==> src/rtl/pzbcm_sram_1rw_access_controller_pkg.sv <==
// Shared types and helpers for the 1RW SRAM access controller and its
// response buffer.
package pzbcm_sram_pkg;

    typedef enum logic {
        PZBCM_SRAM_WRITE = 1'b0,
        PZBCM_SRAM_READ  = 1'b1
    } pzbcm_sram_access_type;

    // Two spare entries beyond the read latency keep reads flowing back to back.
    function automatic int get_response_depth(input int read_latency);
        return read_latency + 2;
    endfunction

    function automatic int get_pointer_width(input int words);
        return (words > 1) ? $clog2(words) : 1;
    endfunction

endpackage

==> src/rtl/pzbcm_sram_1rw_access_controller_if.sv <==
// Client request/response and SRAM port bundle. Signal directions are named
// from the controller's point of view.
interface pzbcm_sram_1rw_access_controller_if #(
    parameter int DATA_WIDTH    = 32,
    parameter int POINTER_WIDTH = 6
);
    logic                     i_write_valid;
    logic                     o_write_ready;
    logic [POINTER_WIDTH-1:0] i_write_pointer;
    logic [DATA_WIDTH-1:0]    i_write_data;
    logic                     i_read_valid;
    logic                     o_read_ready;
    logic [POINTER_WIDTH-1:0] i_read_pointer;
    logic                     o_response_valid;
    logic                     i_response_ready;
    logic [DATA_WIDTH-1:0]    o_response_data;
    logic                     o_sram_enable;
    logic                     o_sram_write;
    logic [POINTER_WIDTH-1:0] o_sram_pointer;
    logic [DATA_WIDTH-1:0]    o_sram_write_data;
    logic [DATA_WIDTH-1:0]    i_sram_read_data;

    modport master (
        input  i_write_valid, i_write_pointer, i_write_data,
        input  i_read_valid, i_read_pointer,
        input  i_response_ready, i_sram_read_data,
        output o_write_ready, o_read_ready,
        output o_response_valid, o_response_data,
        output o_sram_enable, o_sram_write, o_sram_pointer, o_sram_write_data
    );

    modport slave (
        output i_write_valid, i_write_pointer, i_write_data,
        output i_read_valid, i_read_pointer,
        output i_response_ready, i_sram_read_data,
        input  o_write_ready, o_read_ready,
        input  o_response_valid, o_response_data,
        input  o_sram_enable, o_sram_write, o_sram_pointer, o_sram_write_data
    );

endinterface

==> src/rtl/pzbcm_sram_1rw_access_controller_fifo.sv <==
// In-order FIFO with register-array storage, used as the read response
// buffer. Flags can be registered (FLAG_FF_OUT=1) or decoded from the count.
module pzbcm_fifo #(
    parameter int  DEPTH         = 8,
    parameter int  DATA_WIDTH    = 32,
    parameter int  FLAG_FF_OUT   = 1,
    localparam int POINTER_WIDTH = (DEPTH > 1) ? $clog2(DEPTH) : 1,
    localparam int COUNT_WIDTH   = $clog2(DEPTH + 1)
)(
    input  logic                   i_clk,
    input  logic                   i_rst,
    input  logic                   i_push,
    input  logic [DATA_WIDTH-1:0]  i_data,
    input  logic                   i_pop,
    output logic [DATA_WIDTH-1:0]  o_data,
    output logic                   o_empty,
    output logic                   o_full,
    output logic [COUNT_WIDTH-1:0] o_count
);

    logic [DATA_WIDTH-1:0]    r_storage [DEPTH];
    logic [POINTER_WIDTH-1:0] r_write_pointer;
    logic [POINTER_WIDTH-1:0] r_read_pointer;
    logic [COUNT_WIDTH-1:0]   r_count;
    logic [COUNT_WIDTH-1:0]   w_count_next;
    logic                     w_pop;

    function automatic logic [POINTER_WIDTH-1:0] increment(input logic [POINTER_WIDTH-1:0] pointer);
        return (pointer == POINTER_WIDTH'(DEPTH - 1)) ? '0 : pointer + POINTER_WIDTH'(1);
    endfunction

    assign w_pop = i_pop && (r_count != '0);

    always_comb begin
        w_count_next = r_count;
        if (i_push && !w_pop) begin
            w_count_next = r_count + COUNT_WIDTH'(1);
        end else if (!i_push && w_pop) begin
            w_count_next = r_count - COUNT_WIDTH'(1);
        end
    end

    // Storage is cleared on reset so the output word reads as zero afterwards.
    always_ff @(posedge i_clk) begin
        if (i_rst) begin
            for (int i = 0; i < DEPTH; i++) begin
                r_storage[i] <= '0;
            end
            r_write_pointer <= '0;
            r_read_pointer  <= '0;
            r_count         <= '0;
        end else begin
            if (i_push) begin
                r_storage[r_write_pointer] <= i_data;
                r_write_pointer            <= increment(r_write_pointer);
            end
            if (w_pop) begin
                r_read_pointer <= increment(r_read_pointer);
            end
            r_count <= w_count_next;
        end
    end

    generate
        if (FLAG_FF_OUT != 0) begin : g_flag_ff
            logic r_empty;
            logic r_full;
            always_ff @(posedge i_clk) begin
                if (i_rst) begin
                    r_empty <= 1'b1;
                    r_full  <= 1'b0;
                end else begin
                    r_empty <= (w_count_next == '0);
                    r_full  <= (w_count_next == COUNT_WIDTH'(DEPTH));
                end
            end
            assign o_empty = r_empty;
            assign o_full  = r_full;
        end else begin : g_flag_comb
            assign o_empty = (r_count == '0);
            assign o_full  = (r_count == COUNT_WIDTH'(DEPTH));
        end
    endgenerate

    assign o_data  = r_storage[r_read_pointer];
    assign o_count = r_count;

endmodule

==> src/rtl/pzbcm_sram_1rw_access_controller.sv <==
// Initiator side of a 1RW SRAM port: arbitrates writes and reads onto the
// shared port and returns read data through a credit-protected FIFO.
module pzbcm_sram_1rw_access_controller
    import pzbcm_sram_pkg::*;
#(
    parameter int WORDS          = 64,
    parameter int DATA_WIDTH     = 32,
    parameter int POINTER_WIDTH  = get_pointer_width(WORDS),
    parameter int READ_LATENCY   = 1,
    parameter int RESPONSE_DEPTH = get_response_depth(READ_LATENCY)
)(
    input logic                                i_clk,
    input logic                                i_rst,
    pzbcm_sram_1rw_access_controller_if.master io_bus
);

    localparam int INFLIGHT_WIDTH = $clog2(READ_LATENCY + 1);
    localparam int COUNT_WIDTH    = $clog2(RESPONSE_DEPTH + 1);

    pzbcm_sram_access_type     r_priority;
    logic [INFLIGHT_WIDTH-1:0] r_inflight;
    logic [READ_LATENCY-1:0]   r_read_pipe;

    logic                     w_read_credit;
    logic                     w_write_request;
    logic                     w_read_request;
    logic                     w_contended;
    logic                     w_write_grant;
    logic                     w_read_grant;
    logic                     w_read_exit;
    logic [POINTER_WIDTH-1:0] w_sram_pointer;
    logic [DATA_WIDTH-1:0]    w_push_data;
    logic                     w_response_pop;
    logic                     w_response_empty;
    logic                     w_response_full;
    logic [COUNT_WIDTH-1:0]   w_response_count;
    logic [DATA_WIDTH-1:0]    w_response_data;

    // A read is only issued when its response is guaranteed a buffer slot.
    assign w_read_credit   = (32'(r_inflight) + 32'(w_response_count)) < 32'(RESPONSE_DEPTH);
    assign w_write_request = io_bus.i_write_valid && !i_rst;
    assign w_read_request  = io_bus.i_read_valid && w_read_credit && !i_rst;
    assign w_contended     = w_write_request && w_read_request;
    assign w_write_grant   = w_write_request && (!w_read_request || (r_priority == PZBCM_SRAM_WRITE));
    assign w_read_grant    = w_read_request && (!w_write_request || (r_priority == PZBCM_SRAM_READ));

    always_comb begin
        w_sram_pointer = '0;
        if (w_write_grant) begin
            w_sram_pointer = io_bus.i_write_pointer;
        end else if (w_read_grant) begin
            w_sram_pointer = io_bus.i_read_pointer;
        end
    end

    assign io_bus.o_write_ready     = w_write_grant;
    assign io_bus.o_read_ready      = w_read_grant;
    assign io_bus.o_sram_enable     = w_write_grant || w_read_grant;
    assign io_bus.o_sram_write      = w_write_grant;
    assign io_bus.o_sram_pointer    = w_sram_pointer;
    assign io_bus.o_sram_write_data = w_write_grant ? io_bus.i_write_data : '0;

    always_ff @(posedge i_clk) begin
        if (i_rst) begin
            r_priority <= PZBCM_SRAM_WRITE;
        end else if (w_contended) begin
            r_priority <= w_write_grant ? PZBCM_SRAM_READ : PZBCM_SRAM_WRITE;
        end
    end

    always_ff @(posedge i_clk) begin
        if (i_rst) begin
            r_read_pipe <= '0;
        end else begin
            r_read_pipe[0] <= w_read_grant;
            for (int i = 1; i < READ_LATENCY; i++) begin
                r_read_pipe[i] <= r_read_pipe[i-1];
            end
        end
    end

    assign w_read_exit = r_read_pipe[READ_LATENCY-1];

    always_ff @(posedge i_clk) begin
        if (i_rst) begin
            r_inflight <= '0;
        end else begin
            case ({w_read_grant, w_read_exit})
                2'b10:   r_inflight <= r_inflight + INFLIGHT_WIDTH'(1);
                2'b01:   r_inflight <= r_inflight - INFLIGHT_WIDTH'(1);
                default: r_inflight <= r_inflight;
            endcase
        end
    end

    // SRAM read data is only looked at when the final pipeline stage is valid.
    assign w_push_data    = w_read_exit ? io_bus.i_sram_read_data : '0;
    assign w_response_pop = !w_response_empty && io_bus.i_response_ready;

    pzbcm_fifo #(
        .DEPTH       (RESPONSE_DEPTH),
        .DATA_WIDTH  (DATA_WIDTH),
        .FLAG_FF_OUT (1)
    ) u_response_fifo (
        .i_clk   (i_clk),
        .i_rst   (i_rst),
        .i_push  (w_read_exit),
        .i_data  (w_push_data),
        .i_pop   (w_response_pop),
        .o_data  (w_response_data),
        .o_empty (w_response_empty),
        .o_full  (w_response_full),
        .o_count (w_response_count)
    );

    assign io_bus.o_response_valid = !w_response_empty;
    assign io_bus.o_response_data  = w_response_data;

    a_no_push_when_full: assert property (
        @(posedge i_clk) disable iff (i_rst) !(w_read_exit && w_response_full)
    );

    a_pointer_in_range: assert property (
        @(posedge i_clk) disable iff (i_rst) !io_bus.o_sram_enable || (32'(w_sram_pointer) < 32'(WORDS))
    );

endmodule

==> src/flat_wrapper.sv <==
// flat-port wrapper written by rule: the top's interface ports become plain ports
module pzbcm_sram_1rw_access_controller_flat import pzbcm_sram_pkg::*;
#(
    parameter int WORDS          = 64,
    parameter int DATA_WIDTH     = 32,
    parameter int POINTER_WIDTH  = get_pointer_width(WORDS),
    parameter int READ_LATENCY   = 1,
    parameter int RESPONSE_DEPTH = get_response_depth(READ_LATENCY)
)
  (i_clk, i_rst, io_bus_i_write_valid, io_bus_i_write_pointer, io_bus_i_write_data, io_bus_i_read_valid, io_bus_i_read_pointer, io_bus_i_response_ready, io_bus_i_sram_read_data, io_bus_o_write_ready, io_bus_o_read_ready, io_bus_o_response_valid, io_bus_o_response_data, io_bus_o_sram_enable, io_bus_o_sram_write, io_bus_o_sram_pointer, io_bus_o_sram_write_data);
  pzbcm_sram_1rw_access_controller_if #(.DATA_WIDTH(DATA_WIDTH), .POINTER_WIDTH(POINTER_WIDTH)) io_bus_i ();
  input logic i_clk;
  input logic i_rst;
  input wire logic [$bits(io_bus_i.i_write_valid)-1:0] io_bus_i_write_valid;
  input wire logic [$bits(io_bus_i.i_write_pointer)-1:0] io_bus_i_write_pointer;
  input wire logic [$bits(io_bus_i.i_write_data)-1:0] io_bus_i_write_data;
  input wire logic [$bits(io_bus_i.i_read_valid)-1:0] io_bus_i_read_valid;
  input wire logic [$bits(io_bus_i.i_read_pointer)-1:0] io_bus_i_read_pointer;
  input wire logic [$bits(io_bus_i.i_response_ready)-1:0] io_bus_i_response_ready;
  input wire logic [$bits(io_bus_i.i_sram_read_data)-1:0] io_bus_i_sram_read_data;
  output wire logic [$bits(io_bus_i.o_write_ready)-1:0] io_bus_o_write_ready;
  output wire logic [$bits(io_bus_i.o_read_ready)-1:0] io_bus_o_read_ready;
  output wire logic [$bits(io_bus_i.o_response_valid)-1:0] io_bus_o_response_valid;
  output wire logic [$bits(io_bus_i.o_response_data)-1:0] io_bus_o_response_data;
  output wire logic [$bits(io_bus_i.o_sram_enable)-1:0] io_bus_o_sram_enable;
  output wire logic [$bits(io_bus_i.o_sram_write)-1:0] io_bus_o_sram_write;
  output wire logic [$bits(io_bus_i.o_sram_pointer)-1:0] io_bus_o_sram_pointer;
  output wire logic [$bits(io_bus_i.o_sram_write_data)-1:0] io_bus_o_sram_write_data;
  assign io_bus_i.i_write_valid = io_bus_i_write_valid;
  assign io_bus_i.i_write_pointer = io_bus_i_write_pointer;
  assign io_bus_i.i_write_data = io_bus_i_write_data;
  assign io_bus_i.i_read_valid = io_bus_i_read_valid;
  assign io_bus_i.i_read_pointer = io_bus_i_read_pointer;
  assign io_bus_i.i_response_ready = io_bus_i_response_ready;
  assign io_bus_i.i_sram_read_data = io_bus_i_sram_read_data;
  assign io_bus_o_write_ready = io_bus_i.o_write_ready;
  assign io_bus_o_read_ready = io_bus_i.o_read_ready;
  assign io_bus_o_response_valid = io_bus_i.o_response_valid;
  assign io_bus_o_response_data = io_bus_i.o_response_data;
  assign io_bus_o_sram_enable = io_bus_i.o_sram_enable;
  assign io_bus_o_sram_write = io_bus_i.o_sram_write;
  assign io_bus_o_sram_pointer = io_bus_i.o_sram_pointer;
  assign io_bus_o_sram_write_data = io_bus_i.o_sram_write_data;
  pzbcm_sram_1rw_access_controller #(.WORDS(WORDS), .DATA_WIDTH(DATA_WIDTH), .POINTER_WIDTH(POINTER_WIDTH), .READ_LATENCY(READ_LATENCY), .RESPONSE_DEPTH(RESPONSE_DEPTH)) u_core (.i_clk(i_clk), .i_rst(i_rst), .io_bus(io_bus_i));
endmodule
==> config.mk <==
export PLATFORM = sky130hd
export DESIGN_NAME = pzbcm_sram_1rw_access_controller_flat
export DESIGN_NICKNAME = d
export VERILOG_FILES = /design/src/rtl/pzbcm_sram_1rw_access_controller_pkg.sv /design/src/rtl/pzbcm_sram_1rw_access_controller_if.sv /design/src/rtl/pzbcm_sram_1rw_access_controller_fifo.sv /design/src/rtl/pzbcm_sram_1rw_access_controller.sv /design/src/flat_wrapper.sv
export SDC_FILE = /design/constraint.sdc
export NUM_CORES = 1
export LEC_CHECK = 0
export ABC_AREA = 1
export BUFFER_PORTS_ARGS = -buffer_cell sky130_fd_sc_hd__buf_2
export CORE_MARGIN = 1.5
export CORE_UTILIZATION = 57
export CTS_BUF_LIST = sky130_fd_sc_hd__clkbuf_8 sky130_fd_sc_hd__clkbuf_16
export DETAILED_ROUTE_END_ITERATION = 10
export HOLD_SLACK_MARGIN = 0.02
export PLACE_DENSITY = 0.84
export SLEW_MARGIN = 30
export SYNTH_ARGS = -nofsm -noshare
export SYNTH_HDL_FRONTEND = slang
export SYNTH_SLANG_ARGS = --single-unit
==> constraint.sdc <==
create_clock -name i_clk -period 9 [get_ports i_clk]
set_clock_uncertainty 0.05 [all_clocks]
set_input_delay 0.9 -clock i_clk [delete_from_list [all_inputs] [get_ports i_clk]]
set_output_delay 0.9 -clock i_clk [all_outputs]
set_load 0.01 [all_outputs]
== Word-level counts from Yosys, hierarchy flattened ==
Memories as Yosys holds them, arrays and structs flattened. A register that Yosys moved wholly into a read port is not among the register bits.
Index checks and enable logic that the tools add are counted.
Word-level totals
  bits in registers: 10
  RAM bits: 96
  bits of input ports: 81
  output and inout port bits: 75
  word-level logic and storage cells: 64
  memories: 1
Memories
  u_core.u_response_fifo.r_storage: depth 3, bits a word 32, rd ports 1, clocked after Yosys merged registers in 1, wr ports 3, RTL line pzbcm_sram_1rw_access_controller_fifo.sv:21  | logic [DATA_WIDTH-1:0] r_storage [DEPTH];
Cells by class
  $add $sub $neg: 7
  magnitude comparators: 1
  equal/unequal tests: 4
  muxes and demuxes: 20
  bitwise gates (word level): 1
  reductions and logical operators: 23
Operators by type and width (count)
  two-way mux 32 bit: 3
  less-than comparator 32 x 2 -> 1 bit (second input constant): 1
  OR reduction 32 bit: 1
  two-way mux 2 bit: 7
  two-way mux 6 bit: 2
  logical AND 1 bit: 10
  two-way mux 1 bit: 7
  adder 2 x 1 -> 2 bit (second input constant): 3
  == test 2 bit (second input constant): 3
  logical NOT 1 bit: 6
  nonzero test 2 bit: 2
  adder 1 x 2 -> 3 bit: 1
  logical OR 1 bit: 3
  == test 2 x 1 -> 1 bit (second input constant): 1
  logical NOT 2 bit: 1
  case mux 1 bit (2 select lines): 1
  subtractor 2 x 1 -> 2 bit (second input constant): 1
  adder 1 bit (second input constant): 1
  NOT 1 bit: 1
  subtractor 1 bit (second input constant): 1

== Logic depth before layout (Yosys ltp) ==
  word-level depth: 8
  gate-level depth with buffers: 11
  mapped depth without buffers: 11

== Modules after synthesis ==
Synthesis repeated with hierarchy kept, for this count alone.
Second synthesis, totals
  cell total of the unflattened synthesis: 706
  area, all modules: 6695.2 um^2
Modules (own cells, without submodules)
  pzbcm_fifo: instances 1, cells each 510, area an instance 5800.6 um^2, sequential area each 4043.9 um^2
  pzbcm_sram_1rw_access_controller: instances 1, cells each 196, area an instance 894.6 um^2, sequential area each 60.1 um^2

== Least setup slack after synthesis ==
Ideal clock, no wire load.
  kind: input -> register
  start: input port i_rst
  end: memory u_core.u_response_fifo.r_storage[3][0] (enable)
  library setup time: 502 ps
  data arrival time: 4237 ps
  required time: 8448 ps
  setup slack: 4211 ps
  stages on the path: 2
  buffers on the path: 1
  path through: buf_6 nor4_1
RTL lines
  from (decl): RTL line flat_wrapper.sv:13  | input logic i_rst;
  to (decl): RTL line pzbcm_sram_1rw_access_controller_fifo.sv:21

==> flow_metrics.tcl <==
set metrics [dict create \
    status "finished clean" \
    worstRegToRegCells 5 \
    crit_chain "clkinv_2 -> o21ai_0 -> o22ai_1 -> buf_2" \
    synth-seq-cells 140 \
    portBuffers 155 \
    power.internal_mw 1.26 \
    maxSlewViolCount 0 \
    worstSetupPathType "flop to output port" \
    clock_power_share_pct 39.6 \
    cts.sinks 140 \
    core_area_mm2 0.0108 \
    drt_first_pass_iters 8 \
    ios 156 \
    synth_cell_types 26 \
    leakage_nw 3.56 \
    switchingPower_mw 0.477 \
    setup_tns_ns 0 \
    fp.dieH_um 109 \
    grt_overflow 0 \
    regToRegStartpoint "u_core.r_read_pipe$_SDFF_PP0_" \
    post-route-util_pct 71.6 \
    reg2reg_setup_slack_ns 6.23 \
    synth_top_area_share_pct 60.5 \
    combPwrFrac_pct 16.6 \
    powerDensity_mw_per_mm2 224 \
    gp_congestion 0.856 \
    slowest_stage "clkinv_2" \
    ant_nets 0 \
    period_needed_ns 3.89 \
    r2r-end "u_core.u_response_fifo.r_storage[1][11]$_SDFFCE_PN0P_" \
    setup_ws_ns 5.11 \
    cp_data_arrival_time_ns 2.94 \
    hold_buffers 0 \
    drv_cap 0 \
    seqPwrFrac_pct 43.8 \
    slew_headroom_pct 38.8 \
    drt_iter0_drc 551 \
    cts_resized 0 \
    p_sw_share_pct 27.4 \
    startpoint_type "flop" \
    start_util_pct 58.6 \
    route.detailed.wl_per_inst_um 16.4 \
    antenna_cells 0 \
    final_nets 878 \
    area.sequential_mm2 0.00409 \
    syn_inst 650 \
    hold_violations 0 \
    period_share_pct 43.3 \
    die_w_um 109 \
    fmax_mhz 257 \
    cts-buffers-inserted 17 \
    cp_slowest_stage_delay_ns 0.83 \
    rsz0062_at_grt "false" \
    final_cells 946 \
    tightest_slew_ns 0.913 \
    multiInputGateArea_mm2 0.00176 \
    final_common_cell "nor2_1" \
    synth.area.top_cells "edfxtp_1 60%, nor2_1 11%, o21ai_0 5.1%, inv_1 4.9%, nand2_1 4.0%" \
    drcViolationCount 0 \
    syn_to_final_growth_pct 22.1 \
    viasPerCell 5.53 \
    cts_tree "yes" \
    cts_setup_buffers 0 \
    yosysWarningCount 0 \
    path_clk_slew_ns 0.06 \
    clk_path_buf_depth 2 \
    grt_max_degree 66 \
    track_usage_pct 26.9 \
    hold_depth 2 \
    antenna_found_initial 0 \
    cts_root_buf "clkbuf_8" \
    vdd.ir_drop.worst_v 0.000131 \
    hp-start "u_core.u_response_fifo.r_read_pointer[0]$_SDFFE_PP0P_" \
    crit_family "buffers and inverters" \
    grt_pass1_vias 5099 \
    fp-row-count 38 \
    clock_latency_ns 0.53 \
    seq_area_frac_synth_pct 64.3 \
    synth_area_mm2 0.00636 \
    h-tree-depth 4 \
    hpwlAfterDp_um 9270 \
    vias 5229 \
    worstHoldPathType "flop to flop" \
    syn_avg_cell_area_um2 9.78 \
    worstPathMaxFanout 65 \
    dp_slack_ns 5.52 \
    final_layout_size_suffix_gt1_share_pct 26.2 \
    yosysTopAreaCell "edfxtp_1" \
    setup_violations 0 \
    wl_um 15500 \
    place_inst 915 \
    fillerInstances 764 \
    required_ns 8.05 \
    cp-end-kind "output port" \
    worst-path-buf-inv 2 \
    grt_pass1_wl_um 23800 \
    dieArea_mm2 0.0118 \
    mostFrequentLayoutCells "190 x nor2_1, 155 x buf_2, 128 x edfxtp_1, 82 x inv_1, 68 x nand2_1" \
    synth_nets 734 \
]
==> routing by layer <==
metal,up-vias,track usage (%),part of all wire (%)
met2,312,48.1,54
met1,2448,30.0,36
met4,0,11.7,2.8
li1,2417,-,-
met5,-,0,0
met3,52,7.17,8.1
==> flip-flops by register name, summed over array words and instances (netlist names), named ones only <==
| register | cells |
|---|---|
| u_core.u_response_fifo.r_read_pointer | 2 |
| u_core.r_priority | 1 |
| u_core.u_response_fifo.o_count | 2 |
| u_core.u_response_fifo.o_empty | 1 |
| u_core.r_read_pipe | 1 |
| u_core.u_response_fifo.r_storage | 128 |
| u_core.u_response_fifo.r_write_pointer | 2 |
| u_core.r_inflight | 1 |
==> worst max path at each step <==
stage / to / depth (start not counted)
floorplan: u_core.u_response_fifo.r_storage[3][0]$_DFFE_PP_ / 2
global placement: io_bus_o_response_data[3] / 4
detailed placement: u_core.u_response_fifo.r_storage[1][5]$_SDFFCE_PN0P_ / 5
CTS: io_bus_o_response_data[1] / 4
global route: io_bus_o_response_data[3] / 4
finish: io_bus_o_response_data[28] / 4
==> layout make-up <==
| class | instances | share of cell area, % |
|---|---|---|
| Sequential cell | 140 | 52.7 |
| Clock buffer | 17 | 5.34 |
| Clock inverter | 14 | 2.22 |
| Timing Repair Buffer | 162 | 10.7 |
| Inverter | 87 | 4.22 |
| Multi-Input combinational cell | 386 | 22.6 |
| Tap cell | 140 | 2.26 |
==> through the flow <==
step	cell area (µm²)	hold slack, ns	power, mW
final	7760	0.451	1.74
after global routing	7760	0.510	1.80
after CTS	7760	0.449	1.74
after detailed placement	7170	0.437	1.06
after global placement	7170	0.425	1.05
after floorplan	6360	0.413	0.949
==> logic make-up (layout without fill, tap and decap cells) <==
group | count (synthesis) | after routing | share of synthesized area (%)
compound gates | 104 | 104 | 8.98
xor+xnor | 1 | 1 | 0.138
fa+ha+maj | 3 | 3 | 0.591
buf+inv | 124 | 280 | 8.23
flops | 140 | 140 | 64.3
simple gates | 278 | 278 | 17.8
==> power by group through the flow <==
stage / Combinational, mW / Sequential (mW) / Clock (mW)
6_report: 0.289 / 0.763 / 0.688
5_1_grt: 0.319 / 0.766 / 0.717
4_1_cts: 0.289 / 0.763 / 0.689
3_5_place_dp: 0.285 / 0.776 / 0
3_3_place_gp: 0.274 / 0.774 / 0
2_1_floorplan: 0.188 / 0.761 / 0
==> tightest hold or removal path: stages (launching register included) <==
cell and delay (ns):
dfxtp_1 0.32, inv_1 0.07, a211oi_1 0.07
==> cells in the mapped netlist <==
| master | instances |
|---|---|
| buf_4 | 2 |
| ha_1 | 3 |
| nand3_2 | 2 |
| nor2_4 | 2 |
| nor2_1 | 190 |
| buf_2 | 16 |
| clkbuf_1 | 15 |
| a21oi_1 | 3 |
| nand3_1 | 6 |
| nand2_1 | 68 |
| inv_1 | 83 |
| o31ai_1 | 2 |
| buf_6 | 4 |
| xnor2_1 | 1 |
| o21ai_0 | 65 |
| edfxtp_1 | 128 |
| nor4_1 | 1 |
| nand3_4 | 1 |
| nand2_2 | 1 |
| nor2_2 | 5 |
| o22ai_1 | 32 |
| a211oi_1 | 2 |
| dfxtp_1 | 12 |
| nand2_4 | 1 |
| inv_2 | 4 |
| nor3b_4 | 1 |
Note: power is estimated with default switching activity, not from simulation.
